File: config.mk
export PLATFORM = sky130hd
export DESIGN_NAME = wb_regfile
export DESIGN_NICKNAME = d
export VERILOG_FILES = /design/src/rtl/wb_regfile.sv
export SDC_FILE = /design/constraint.sdc
export NUM_CORES = 2
export LEC_CHECK = 0
export CAP_MARGIN = 20
export CORE_AREA = 4 4 373 375
export DETAILED_ROUTE_END_ITERATION = 10
export DIE_AREA = 0 0 377 379
export GPL_TIMING_DRIVEN = 0
export HOLD_SLACK_MARGIN = 0.02
export PLACE_DENSITY_LB_ADDON = 0.15
export SYNTH_ARGS = -nofsm -noshare
export SYNTH_HDL_FRONTEND = slang
export SYNTH_SLANG_ARGS = --single-unit
File: constraint.sdc
create_clock -name clk -period 5.7 [get_ports clk]
set_input_delay 1.14 -clock clk [delete_from_list [all_inputs] [get_ports clk]]
set_output_delay 1.14 -clock clk [all_outputs]
set_load 0.005 [all_outputs]
File: src/rtl/wb_regfile.sv
// MIPS write-back stage plus 32-entry register file with two async read ports.
// Define WB_BYPASS_EN to make reads see a same-cycle write-back (write-through).
module wb_regfile #(
    parameter int DATA_W = 32,
    parameter int ADDR_W = 5
) (
    input  logic              clk,
    input  logic              reset,
    input  logic              MemtoRegIN,
    input  logic              RegWriteIN,
    input  logic [DATA_W-1:0] dataIN,
    input  logic [DATA_W-1:0] ALU_IN,
    input  logic [ADDR_W-1:0] DestinoIN,
    input  logic [ADDR_W-1:0] RegA,
    input  logic [ADDR_W-1:0] RegB,
    output logic [DATA_W-1:0] DataA,
    output logic [DATA_W-1:0] DataB,
    output logic [DATA_W-1:0] WriteData,
    output logic [31:0]       WriteCount
);
    localparam int DEPTH = 2**ADDR_W;

    logic [DATA_W-1:0] r_regs [DEPTH];
    logic [31:0]       r_count;
    logic [DATA_W-1:0] w_wdata;
    logic              w_eff;

    assign w_wdata = MemtoRegIN ? dataIN : ALU_IN;
    // Writes aimed at $0 are dropped and do not count as commits.
    assign w_eff   = RegWriteIN && (DestinoIN != '0);

    always_ff @(posedge clk) begin
        if (reset) begin
            for (int i = 0; i < DEPTH; i++) r_regs[i] <= '0;
            r_count <= '0;
        end else if (w_eff) begin
            r_regs[DestinoIN] <= w_wdata;
            r_count           <= r_count + 32'd1;
        end
    end

    always_comb begin
        DataA = '0;
        DataB = '0;
        if (RegA != '0) DataA = r_regs[RegA];
        if (RegB != '0) DataB = r_regs[RegB];
`ifdef WB_BYPASS_EN
        if (w_eff && (RegA == DestinoIN)) DataA = w_wdata;
        if (w_eff && (RegB == DestinoIN)) DataB = w_wdata;
`endif
    end

    assign WriteData  = w_wdata;
    assign WriteCount = r_count;
endmodule

# Yosys cells after proc, flatten, opt, wreduce, memory -nomap -nowiden
# Memories as Yosys holds them, arrays and structs flattened.
# Index checks and enable logic that the tools add are counted.
# W data, S select, Z words.
[totals]
memories = 1
wordCells = 19
romBits = 0
ram_bits = 1024
latchBits = 0
output_inout_bits = 128
ff_bits = 32
input_bits = 83
[mem_list]
columns = ["name", "words", "word_bits", "read_ports", "rd_clocked_by_memory_dff", "wr", "line", "rtl"]
rows = [
  ["r_regs", 32, 32, 2, 0, 32, "23", "logic [DATA_W-1:0] r_regs [DEPTH];"],
]
[op_classes]
bitwise = 0
n_lt_le_gt_ge = 0
n_reduce_logical = 5
eq_ne = 0
add_sub_neg = 1
n_div = 0
multipliers = 0
shift = 0
mux = 11
[ops]
columns = ["op", "count"]
rows = [
  ["$mux W32", 4],
  ["$add A32 B1 Y32 const B", 1],
  ["$reduce_or A32 Y1", 1],
  ["$reduce_bool A5 Y1", 3],
  ["$mux W1", 6],
  ["$mux W5", 1],
  ["$logic_and A1 B1 Y1", 1],
]

# Depth between registers and ports, before layout
[depth]
depth_word = 7
mapped_depth = 8

# Worst setup path after synthesis
# OpenSTA, ideal clock, no wires.
[synth_timing]
kind = "input -> output"
start = "input port RegA[0]"
end = "output port DataA[13]"
t_arrival_ns = 2.857
n_path_buf = 2
path_slack_ns = 1.703
required_ns = 4.560
cell_stages = 6
cell_sequence = "clkbuf_1 -> clkbuf_1 -> mux4_2 -> mux2_2 -> o21ai_0 -> a21oi_1"
[synth_via]
elab_chain_cells = 2
[synth_rtl]
columns = ["item", "line", "rtl"]
rows = [
  ["start: declaration", "14", "input logic [ADDR_W-1:0] RegA,"],
  ["$mem_v2 Z32 W32 / $reduce_bool A5 Y1 (equally long branches)", "-", ""],
  ["$mux W32 *", "45", "if (RegA != '0) DataA = r_regs[RegA];"],
  ["end: declaration", "16", "output logic [DATA_W-1:0] DataA,"],
]
# Every way passes the cells marked *; elsewhere a longest branch is shown, timed or not.

# Worst setup path after layout
[layout_timing]
start = "input port RegA[3]"
end = "output port DataA[18]"
# The elaborated chain is that of the path after synthesis.

==> results.cfg <==
[timing]
setup_viol_count_final = 24
slew_worst_pin_ns = 1.27
grt_setup_unrepaired = yes
postLayoutSetupSlackWorst_ns = -0.196
slew_headroom = 0.152
drv_slew = 0
timing.fmax_mhz = 170
worst_clock_skew_ns = 0.00697
hold_viol = 0
shortest_period_the_worst_path_allows_ns = 5.90
period_share = 1.03

[synthesis]
ys_seq_area_frac = 0.582
yosys_warnings = 0
post_synth_instance_area_um2 = 53900
synth.lib_cells_used.distinct = 48
synth_top_flop_cell = sky130_fd_sc_hd__edfxtp_1
synth_async_sr_flop_share = 0
synth_seq_cells = 1056
syn-instance-count = 3771
synth-edff-count = 1024
synth.avg_cell_area_um2 = 14.3

[critical_path]
critical_path.max_fanout = 10
startpoint_types = input port
crit_arrival_ns = 4.76
worstSetupPathType = in2out
setup.worst_path.end_class = primary output
timing.critical_path.required_ns = 4.56

[power]
power_leakage_uw = 0.0217
power.sequential.fraction = 0.463
net-switching-power_uw = 5320
switching_share = 0.269
share_comb_of_total_power = 0.150
clock_power_share = 0.387
intPower_uw = 14400
p_per_area_nw_per_um2 = 311
vdd_drop_max_v = 0.000246

[floorplan]
die-area_um2 = 143000
core_area_um2 = 135000
die_w_um = 377
start_util = 0.398
floorplan.rows = 135
io-pin-count = 211
chipHeight_um = 379

[global_route]
grt-busiest-layer = met2
groute.layer.met3.usage = 0.0940
globalRoute.totalOverflow = 0
first_pass_grt_wire_length_um = 312000
grt_use_met1 = 0.418
via_count_of_the_first_global_routing_pass = 37500
use_met2 = 0.483
grt_start_max_net_pins = 33
antenna_violations_before_repair = 11
gr-usage-all-layers = 0.323

[routing]
total_via_count_after_detailed_routing = 38700
wirelength_um = 234000
drt-pass1-iter-count = 6
route.detailed.wl_per_inst_um = 38.5
route.antenna.remaining_nets = 0
post_drt_via_cell_ratio = 6.38
drtIter0Drc = 6169
drcViolationCount = 0

[clock_network]
tritoncts.num_buffers = 118
clock_pin_slew_worst_setup_and_hold_paths_ns = 0.06
cts_root_buf = sky130_fd_sc_hd__clkbuf_16
cts_hold_buffers = 0
cts_buffer_depth = 3
post-cts-setup-buffers = 0
cts_tree = built
h-tree-depth = 3
insertion_delay_ns = 0.72
cts_repair_resize_count = 110
cts.sinks = 1056

[job]
number_of_maximum_capacitance_constraint_violations = 0

[placement]
preCtsSetupSlack_ns = -0.781
routabilityCongestion = 0.973
place_hpwl_um = 164000
dpl-instance-area_um2 = 59300
count_of_input_and_output_buffers = 199

[finish]
syn2layout_area_growth_pct = 17.8
post_route_cells_drive_above_1_share = 0.249
final_area_um2 = 63500
multi_input_comb_area_um2 = 21200
fillCellCount = 12000
layout.area.seq_um2 = 31400
final_nets = 4256

[outcome]
failing_checks = setup timing
run_status = finished, violations left

[min_path]
worstHoldPathType = reg2reg
state kept, by name (all words and copies together), names as in the netlist:
register / count
r_regs: 1024
WriteCount: 32
final timing paths:
| path | startpoint | to | slack [ns] | depth (start not counted) |
|---|---|---|---|---|
| min reg2reg | WriteCount[31] | WriteCount[31] | 0.51 | 2 |
| min | WriteCount[31] | WriteCount[31] | 0.51 | 2 |
| max reg2reg | WriteCount[2] | WriteCount[27] | 3.50 | 6 |
| max | RegA[3] | DataA[18] | -0.20 | 6 |
layout make-up:
type                            instances  area share
Timing Repair Buffer                  251      0.0463
Sequential cell                      1056       0.495
Inverter                               42     0.00248
Multi-Input combinational cell       2309       0.334
Tap cell                             1781      0.0351
Clock inverter                         76      0.0102
Buffer                                394      0.0283
Antenna cell                            5    0.000197
Clock buffer                          145      0.0488
routing by layer:
layer  vias up  routed length [um]  share of wire
li1      15200                   -              -
met1     20000               84600           0.36
met2      2861              103000           0.44
met3       570               29500           0.13
met4         6               16600          0.071
met5         -                 220        0.00094
logic make-up (layout without fill, tap and decap cells):
kind of cell	after synthesis	after routing	share of synthesized area
DFF	1056	1056	0.582
adders and majority gates	1	1	0.000232
muxes	737	737	0.258
other	1	37	0.0000696
buffers and inverters	437	908	0.0330
xor gates and xnor gates	12	12	0.00195
and+or+nand+nor	1230	1230	0.0914
AOI/OAI and AO/OA	297	297	0.0326
power by group through the flow:
| stage | Sequential [uW] | Combinational, uW | Clock (uW) |
|---|---|---|---|
| 6_report | 9130 | 2960 | 7640 |
| 5_1_grt | 9170 | 3000 | 7980 |
| 4_1_cts | 9120 | 2870 | 7650 |
| 3_5_place_dp | 9290 | 2830 | 0 |
| 3_3_place_gp | 9290 | 2750 | 0 |
| 2_1_floorplan | 9210 | 1480 | 0 |
cells in the mapped netlist (all sizes together), types with 5 or more instances:
cell | n | area (um^2)
mux2 | 111 | 1250
mux2i | 114 | 1140
nor3 | 9 | 45.0
a31oi | 47 | 294
buf | 111 | 533
a21oi | 99 | 495
nand2 | 80 | 300
mux4 | 512 | 11500
dfxtp | 32 | 641
inv | 42 | 158
or2 | 5 | 31.3
or4 | 6 | 53.8
nor2 | 1033 | 3880
nand3 | 19 | 95.1
clkbuf | 284 | 1090
nor2b | 11 | 68.8
xnor2 | 11 | 96.3
a22oi | 47 | 353
nand2b | 33 | 206
o21ai | 79 | 395
a221oi | 17 | 149
or3 | 17 | 111
edfxtp | 1024 | 30700
critical path, stage by stage:
cell                              delay (ns)
sky130_fd_sc_hd__clkdlybuf4s50_1        0.70
sky130_fd_sc_hd__nand2b_1               0.34
sky130_fd_sc_hd__clkbuf_1               0.97
sky130_fd_sc_hd__o21ai_0                0.40
sky130_fd_sc_hd__a31oi_1                0.58
sky130_fd_sc_hd__clkdlybuf4s50_1        0.62
placed cells by master, fill, tap and decap left out, types with 16 or more instances in the layout:
| cell | n |
|---|---|
| sky130_fd_sc_hd__clkbuf_2 | 35 |
| sky130_fd_sc_hd__a22oi_2 | 18 |
| sky130_fd_sc_hd__mux4_2 | 512 |
| sky130_fd_sc_hd__clkinv_1 | 31 |
| sky130_fd_sc_hd__or3_1 | 16 |
| sky130_fd_sc_hd__clkinv_2 | 27 |
| sky130_fd_sc_hd__a221oi_1 | 17 |
| sky130_fd_sc_hd__edfxtp_1 | 1024 |
| sky130_fd_sc_hd__a21oi_1 | 91 |
| sky130_fd_sc_hd__mux2_2 | 111 |
| sky130_fd_sc_hd__o21ai_0 | 69 |
| sky130_fd_sc_hd__buf_1 | 17 |
| sky130_fd_sc_hd__nor2_1 | 1031 |
| sky130_fd_sc_hd__buf_12 | 18 |
| sky130_fd_sc_hd__nand2_1 | 80 |
| sky130_fd_sc_hd__clkbuf_1 | 272 |
| sky130_fd_sc_hd__clkbuf_16 | 120 |
| sky130_fd_sc_hd__buf_4 | 27 |
| sky130_fd_sc_hd__buf_2 | 55 |
| sky130_fd_sc_hd__nand3_1 | 19 |
| sky130_fd_sc_hd__conb_1 | 32 |
| sky130_fd_sc_hd__buf_8 | 18 |
| sky130_fd_sc_hd__inv_1 | 42 |
| sky130_fd_sc_hd__clkdlybuf4s50_1 | 199 |
| sky130_fd_sc_hd__a22oi_1 | 29 |
| sky130_fd_sc_hd__dfxtp_1 | 32 |
| sky130_fd_sc_hd__nand2b_2 | 25 |
| sky130_fd_sc_hd__mux2i_1 | 105 |
| sky130_fd_sc_hd__a31oi_1 | 39 |
through the flow:
stage	hold slack [ns]	instances	setup TNS, ns	utilization	total power [uW]
after floorplan	0.468	3802	0	-	10700
after global placement	0.498	5782	-270.11	0.430	12000
after detailed placement	0.511	5831	-33.72	0.438	12100
after CTS	0.520	6052	0	0.468	19600
after global routing	0.537	6056	-0.0984	0.469	20200
final	0.509	6059	-1.54	0.469	19700
Power figures use the tool's default switching activity.
